$ cat config.mk
export PLATFORM = sky130hd
export DESIGN_NAME = uart_rx_fifo
export DESIGN_NICKNAME = d
export VERILOG_FILES = /design/src/rtl/uart_rx_fifo.sv
export SDC_FILE = /design/constraint.sdc
export NUM_CORES = 1
export LEC_CHECK = 0
export BUFFER_PORTS_ARGS = -buffer_cell sky130_fd_sc_hd__buf_2
export CORE_MARGIN = 5
export CORE_UTILIZATION = 45
export CTS_CLUSTER_DIAMETER = 100
export DETAILED_ROUTE_END_ITERATION = 12
export HOLD_SLACK_MARGIN = 0.12
export RECOVER_POWER = 100
export SETUP_SLACK_MARGIN = 0.15
export SLEW_MARGIN = 25
export SYNTH_ARGS = -nofsm -noshare
export SYNTH_HDL_FRONTEND = slang
export SYNTH_SLANG_ARGS = --single-unit
$ cat constraint.sdc
create_clock -name clk -period 3.8 [get_ports clk]
set_clock_uncertainty 0.1 [all_clocks]
set_input_delay 0.76 -clock clk [delete_from_list [all_inputs] [get_ports clk]]
set_output_delay 0.76 -clock clk [all_outputs]
set_load 0.1 [all_outputs]
$ cat src/rtl/uart_rx_fifo.sv
// 8N1 UART receiver with mid-bit sampling feeding a small show-ahead FIFO
// presented to the CPU-side controller over a valid/ready handshake.
module uart_rx_fifo #(
  parameter int CLKS_PER_BIT = 434,
  parameter int FIFO_DEPTH   = 4
) (
  input  logic                          clk,
  input  logic                          rst_n,
  input  logic                          rxd,
  output logic [7:0]                    rx_data,
  output logic                          rx_valid,
  input  logic                          rx_ready,
  output logic [$clog2(FIFO_DEPTH):0]   fifo_count,
  output logic                          frame_err,
  output logic                          overrun,
  input  logic                          err_clear,
  output logic                          busy
);

  localparam int AW = $clog2(FIFO_DEPTH);
  localparam int CW = AW + 1;
  localparam logic [15:0] HALF_M1 = 16'(CLKS_PER_BIT/2 - 1);
  localparam logic [15:0] FULL_M1 = 16'(CLKS_PER_BIT - 1);

  typedef enum logic [2:0] {IDLE, START, DATA, STOP, BRK} state_t;

  state_t      state;
  logic [15:0] cnt;
  logic [2:0]  bit_idx;
  logic [7:0]  shreg;
  logic        rxd_m, rxd_s, rxd_p;

  logic [7:0]    mem [FIFO_DEPTH];
  logic [AW-1:0] wr_ptr, rd_ptr;

  logic full, pop, push, stop_tick, ovr_set, fe_set, fall;

  assign fall      = rxd_p & ~rxd_s;
  assign full      = (fifo_count == CW'(FIFO_DEPTH));
  assign rx_valid  = (fifo_count != '0);
  assign pop       = rx_valid & rx_ready;
  assign stop_tick = (state == STOP) && (cnt == FULL_M1);
  // A pop in the same cycle frees the slot, so a full FIFO can still accept.
  assign push      = stop_tick & rxd_s & (~full | pop);
  assign ovr_set   = stop_tick & rxd_s & full & ~pop;
  assign fe_set    = stop_tick & ~rxd_s;
  assign rx_data   = mem[rd_ptr];
  assign busy      = (state != IDLE);

  // Sync flops idle high so reset release never fakes a start edge.
  always_ff @(posedge clk or negedge rst_n) begin
    if (!rst_n) begin
      rxd_m <= 1'b1;
      rxd_s <= 1'b1;
      rxd_p <= 1'b1;
    end else begin
      rxd_m <= rxd;
      rxd_s <= rxd_m;
      rxd_p <= rxd_s;
    end
  end

  always_ff @(posedge clk or negedge rst_n) begin
    if (!rst_n) begin
      state   <= IDLE;
      cnt     <= '0;
      bit_idx <= '0;
      shreg   <= '0;
    end else begin
      case (state)
        IDLE: begin
          cnt <= '0;
          if (fall) state <= START;
        end
        START: begin
          if (cnt == HALF_M1) begin
            cnt     <= '0;
            bit_idx <= '0;
            state   <= rxd_s ? IDLE : DATA;
          end else cnt <= cnt + 16'd1;
        end
        DATA: begin
          if (cnt == FULL_M1) begin
            cnt   <= '0;
            shreg <= {rxd_s, shreg[7:1]};
            if (bit_idx == 3'd7) state <= STOP;
            else bit_idx <= bit_idx + 3'd1;
          end else cnt <= cnt + 16'd1;
        end
        STOP: begin
          // Leave at mid-stop-bit so a back-to-back start edge is caught.
          if (cnt == FULL_M1) begin
            cnt   <= '0;
            state <= rxd_s ? IDLE : BRK;
          end else cnt <= cnt + 16'd1;
        end
        BRK: begin
          cnt <= '0;
          if (rxd_s) state <= IDLE;
        end
        default: state <= IDLE;
      endcase
    end
  end

  always_ff @(posedge clk or negedge rst_n) begin
    if (!rst_n) begin
      for (int i = 0; i < FIFO_DEPTH; i++) mem[i] <= '0;
      wr_ptr     <= '0;
      rd_ptr     <= '0;
      fifo_count <= '0;
    end else begin
      if (push) begin
        mem[wr_ptr] <= shreg;
        wr_ptr      <= wr_ptr + 1'b1;
      end
      if (pop) rd_ptr <= rd_ptr + 1'b1;
      fifo_count <= fifo_count + CW'(push) - CW'(pop);
    end
  end

  // Clear wins over a same-cycle set; the colliding event is lost.
  always_ff @(posedge clk or negedge rst_n) begin
    if (!rst_n) begin
      frame_err <= 1'b0;
      overrun   <= 1'b0;
    end else begin
      if (err_clear)   frame_err <= 1'b0;
      else if (fe_set) frame_err <= 1'b1;
      if (err_clear)    overrun <= 1'b0;
      else if (ovr_set) overrun <= 1'b1;
    end
  end

endmodule

# Yosys cells after proc, flatten, opt, wreduce, memory -nomap -nowiden
# Index checks and enable logic that the tools add are counted.
dict set report word_totals {
  regBits 74
}
dict set report classes {
  add_sub_neg 6
  magnitude_cmp 3
  n_eq_ne 15
  mux 26
  bitwise 13
  n_reduce_logical 14
}
# cell n
set ops {}
lappend ops {{16-bit one-hot mux with 3 select lines} 1}
lappend ops {{32-bit bitwise mux} 1}
lappend ops {{16-bit 2-to-1 mux} 2}
lappend ops {{3-bit 2-to-1 mux} 10}
lappend ops {{8-bit 2-to-1 mux} 3}
lappend ops {{16-bit by 1-bit adder with 16-bit output, second input constant} 1}
lappend ops {{8-bit binary-select mux with 2-bit select} 1}
lappend ops {{8-bit demux with 2-bit select} 1}
lappend ops {{16-bit by 8-bit == test with 1-bit output, second input constant} 1}
lappend ops {{16-bit by 9-bit == test with 1-bit output, second input constant} 1}
lappend ops {{3-bit one-hot mux with 5 select lines} 1}
lappend ops {{2-bit inequality test, second input constant} 6}
lappend ops {{3-bit == test, second input constant} 3}
lappend ops {{3-bit nonzero test} 3}
lappend ops {{1-bit AND} 7}
lappend ops {{3-bit by 2-bit == test with 1-bit output, second input constant} 2}
lappend ops {{3-bit >= comparator, second input constant} 2}
lappend ops {{2-bit inverter with 3-bit output} 2}
lappend ops {{3-bit one-hot mux with 2 select lines} 1}
lappend ops {{6-bit AND reduction} 1}
lappend ops {{2-bit nonzero test} 3}
lappend ops {{2-bit by 1-bit adder with 2-bit output, second input constant} 2}
lappend ops {{1-bit 2-to-1 mux} 4}
lappend ops {{4-bit AND reduction} 1}
lappend ops {{other kinds (13)} 17}

# Logic depth before layout (Yosys ltp)
dict set report logic_depth {
  word_depth 7
  ltp_mapped 13
  ltp_nobuf 12
}

# Worst setup path after synthesis
# OpenSTA, ideal clock, no wires.
dict set report synth_path {
  path_type {flip-flop to flip-flop}
  start {register fifo_count[0]}
  end {register fifo_count[2]}
  arrival_ns 3.307
  required_ns 3.574
  setup_slack_ns 0.266
  stages_incl_launch_ff 12
  synth_period_minus_slack_ns 3.534
  path_cell_list {dfrtp_1 or4b_2 clkbuf_1 or3b_2 nor3_1 inv_1 ha_1 inv_1 ha_1 fa_1 xnor2_1 xnor2_1}
}
dict set report synth_between {
  elab_chain_cells 6
}
# item line
set synth_rtl {}
lappend synth_rtl {{start, declared} 13} ;# output logic [$clog2(FIFO_DEPTH):0] fifo_count,
lappend synth_rtl {{start signal, assigned} 118} ;# fifo_count <= fifo_count + CW'(push) - CW'(pop);
lappend synth_rtl {{3-bit nonzero test or 3-bit == test (tied branches)} {40, 39}}
lappend synth_rtl {{1-bit AND or 1-bit inverter (tied branches)} {41, 44}}
lappend synth_rtl {{1-bit OR} 44} ;# assign push = stop_tick & rxd_s & (~full | pop);
lappend synth_rtl {{1-bit AND} 44}
lappend synth_rtl {{3-bit by 1-bit adder with 3-bit output} 118}
lappend synth_rtl {{3-bit by 1-bit subtractor with 3-bit output *} 118}
# Every way passes the cells marked *; elsewhere a longest branch is shown, timed or not.
# A chain may end at the register's enable or synchronous reset.

# Worst setup path after layout
dict set report layout_path {
  start {register rd_ptr[0]}
  end {output rx_data[2]}
}
dict set report layout_between {
  elab_chain_cells 4
}
# item line
set layout_rtl {}
lappend layout_rtl {{start, declared} 34} ;# logic [AW-1:0] wr_ptr, rd_ptr;
lappend layout_rtl {{start signal, assigned} 117} ;# if (pop) rd_ptr <= rd_ptr + 1'b1;
lappend layout_rtl {{2-bit inverter with 3-bit output (implied by the code)} 47} ;# assign rx_data = mem[rd_ptr];
lappend layout_rtl {{8-bit binary-select mux with 2-bit select} 47}
lappend layout_rtl {{8-bit 2-to-1 mux (implied by the code) (2 in a row)} 47}
lappend layout_rtl {{end, declared} 10} ;# output logic [7:0] rx_data,
# No other way between the ends. The select of a mux whose other input is x is not followed.

==> out/qor.csv <==
metric,value,unit
Rel. slew slack,-24.3,%
Die X,101,µm
synth unique cells,52,
cells resized by post-CTS repair,0,
number of antenna diodes,0,
Total GRT Usage,16.1,%
Clock Latency Late Sink,0.35,ns
Syn Nets,320,
via count,2379,
initial antenna violation count,0,
Placer Congestion,0.811,
CP max FO,10,
synth warn,0,
Synth Instances,303,
max cap viols,1,
Pint,1.31,mW
vias in the first global route,2487,
Final Hold Vio Count,0,
most frequent cells in the layout,"dfrtp_1, mux2_2, clkbuf_1",
grt ovf,0,
violated checks,"max-capacitance violations, max-slew violations",
"Setup Fix Bufs, Post-CTS",0,
area grow syn2layout,10.0,%
Max Slew Vio Count,75,
critical path type,reg -> out,
endpoint class of the critical path,output pin,
Worst-path clk slew,0.08,ns
Core Region,0.00809,mm²
fin worst setup slack,0.628,ns
Reg power frac,47.7,%
worst hold-check path type,reg -> reg,
Clock Tree Buf Depth,2,
number of synthesized flops with an enable pin,0,
area post-placement,0.00392,mm²
die height,101,µm
Synth Cell Area,0.00370,mm²
"most common cell after layout, fill and taps aside",dfrtp_1,
top cell type's share of synthesized area,48.0,%
leading area contributor after synthesis,dfrtp_1,
Worst Path Required,2.94,ns
DRC errors left,0,
final period utilization,83.5,%
Total Wirelength,7.15,mm
"Arr. time, crit path",2.31,ns
remaining antenna violation count,0,
drt wl/cell,16.4,µm
cell row count,33,
H-Tree Depth,3,
CP startpoint kind,flip-flop,
Post-synth ARST share,100,%
power share of the clock group,31.4,%
first-iteration detailed-routing DRC count,138,
Sw Ratio,36.1,%
setup TNS,0,ns
worst-margin pin slew,1.86,ns
status,"complete, but fails checks",
Initial Util,45.7,%
nets@finish,343,
endpoints failing setup,0,
Num CTS Buffers,9,
root buffer cell,clkbuf_8,
Tot Pwr,2.05,mW
Post-DP HPWL,4.69,mm
"Primary FF master, synth",dfrtp_1,
Highest Clock Rate,0.315,GHz
RSZ-0062 raised after global routing,no,
Clock Sinks,74,
Comb pwr share,20.9,%
Die ar.,0.0101,mm²
static leakage,1.79,nW
hold_buf cts,0,
"Avg Cell Area, Syn",12.2,µm²
Ports,20,
1st-pass router iterations,4,
pre-CTS setup slack,0.498,ns
"Seq/Total Area, Yosys",50.2,%
CTS tree,done,
Vias per Instance,5.46,
pin count of the biggest net entering global routing,75,
#FFs+latches synth,74,
Synth area leaders,"dfrtp_1, mux2_2, mux4_2, ha_1, xnor2_1",
PD cells,504,mW/mm²
layout cells sized above 1,24.5,%
fin area,0.00407,mm²
peak supply drop,0.000641,V
post-layout min period,3.17,ns
switching pwr,740,µW
first-pass GRT wire length,12.7,mm
Port Buf Inserts,19,
==> through the flow <==
| stage | utilization, % | std cells | hold slack (ns) |
|---|---|---|---|
| 2_1_floorplan | - | 303 | 0.245 |
| 3_3_place_gp | 48.5 | 420 | 0.250 |
| 3_5_place_dp | 48.5 | 420 | 0.247 |
| 4_1_cts | 51.0 | 436 | 0.259 |
| 5_1_grt | 50.3 | 436 | 0.273 |
| 6_report | 50.3 | 436 | 0.264 |
==> metal layers <==
metal	global-route usage [%]	part of all wire, %	up-vias
met1	24.9	53	1178
met2	22.3	42	41
met4	5.18	0.85	0
li1	-	-	1155
met5	0	0	-
met3	3.60	3.7	5
==> power groups by stage <==
stage	Sequential (mW)	Combinational [mW]	Clock (mW)
after floorplan	1.04	0.284	0
after global placement	0.992	0.440	0
after detailed placement	0.991	0.444	0
after CTS	0.977	0.447	0.667
after global routing	0.995	0.466	0.700
final	0.977	0.428	0.644
==> Yosys cell counts, drive strengths merged, types with 2 or more instances <==
cell / n
a211oi: 5
a21oi: 3
a31oi: 3
and3: 3
and4: 2
and4b: 2
buf: 3
clkbuf: 11
dfrtp: 71
dfstp: 3
ha: 11
inv: 16
mux2: 41
mux4: 8
nand2: 9
nand2b: 4
nand3: 11
nand4: 8
nor2: 11
nor3: 16
nor3b: 2
nor4: 5
nor4b: 2
o21ai: 5
o22ai: 2
o31ai: 2
o32ai: 2
or2: 2
or3: 9
or4: 4
xnor2: 13
==> cells by family after synthesis <==
group | after synthesis | share of synthesized area, %
adders and majority gates | 12 | 4.26
buffers and inverters | 31 | 3.28
and+or+nand+nor | 95 | 16.4
AOI/OAI and AO/OA | 27 | 4.91
muxes | 50 | 17.6
xor gates and xnor gates | 14 | 3.32
DFF | 74 | 50.2
==> state kept, by name (all words and copies together), names as in the netlist, 2 cells and up <==
name        flops
bit_idx         3
cnt            16
fifo_count      3
mem            32
rd_ptr          2
shreg           8
state           3
wr_ptr          2
==> path summary, 6_finish.rpt <==
kind	cells after the start	slack, ns	from	endpoint
worst max-delay path	2	0.63	rd_ptr[0]$_DFFE_PN0P_	rx_data[2]
worst min-delay path	0	0.26	rxd_m$_DFF_PN1_	rxd_s$_DFF_PN1_
worst max register to register	10	0.72	rxd_s$_DFF_PN1_	fifo_count[2]$_DFF_PN0_
worst min register to register	0	0.26	rxd_m$_DFF_PN1_	rxd_s$_DFF_PN1_
max in group asynchronous	1	1.67	rst_n	cnt[14]$_DFFE_PN0P_
min in group asynchronous	1	0.81	rst_n	cnt[5]$_DFFE_PN0P_
==> layout make-up <==
cell class                 count  area, µm²
sequential                    74       1860
clock inverter                 7       83.8
multi-input combinational    198       1690
fill                         757       4020
timing repair buffer          26        118
clock buffer                   9        124
inverter                      17       63.8
tap                          105        131
==> critical path: stages, from the launching register on <==
cell and delay, ns:
dfrtp_1 0.75, mux4_2 0.35, clkbuf_1 0.87
(Power assumes the default switching activity.)
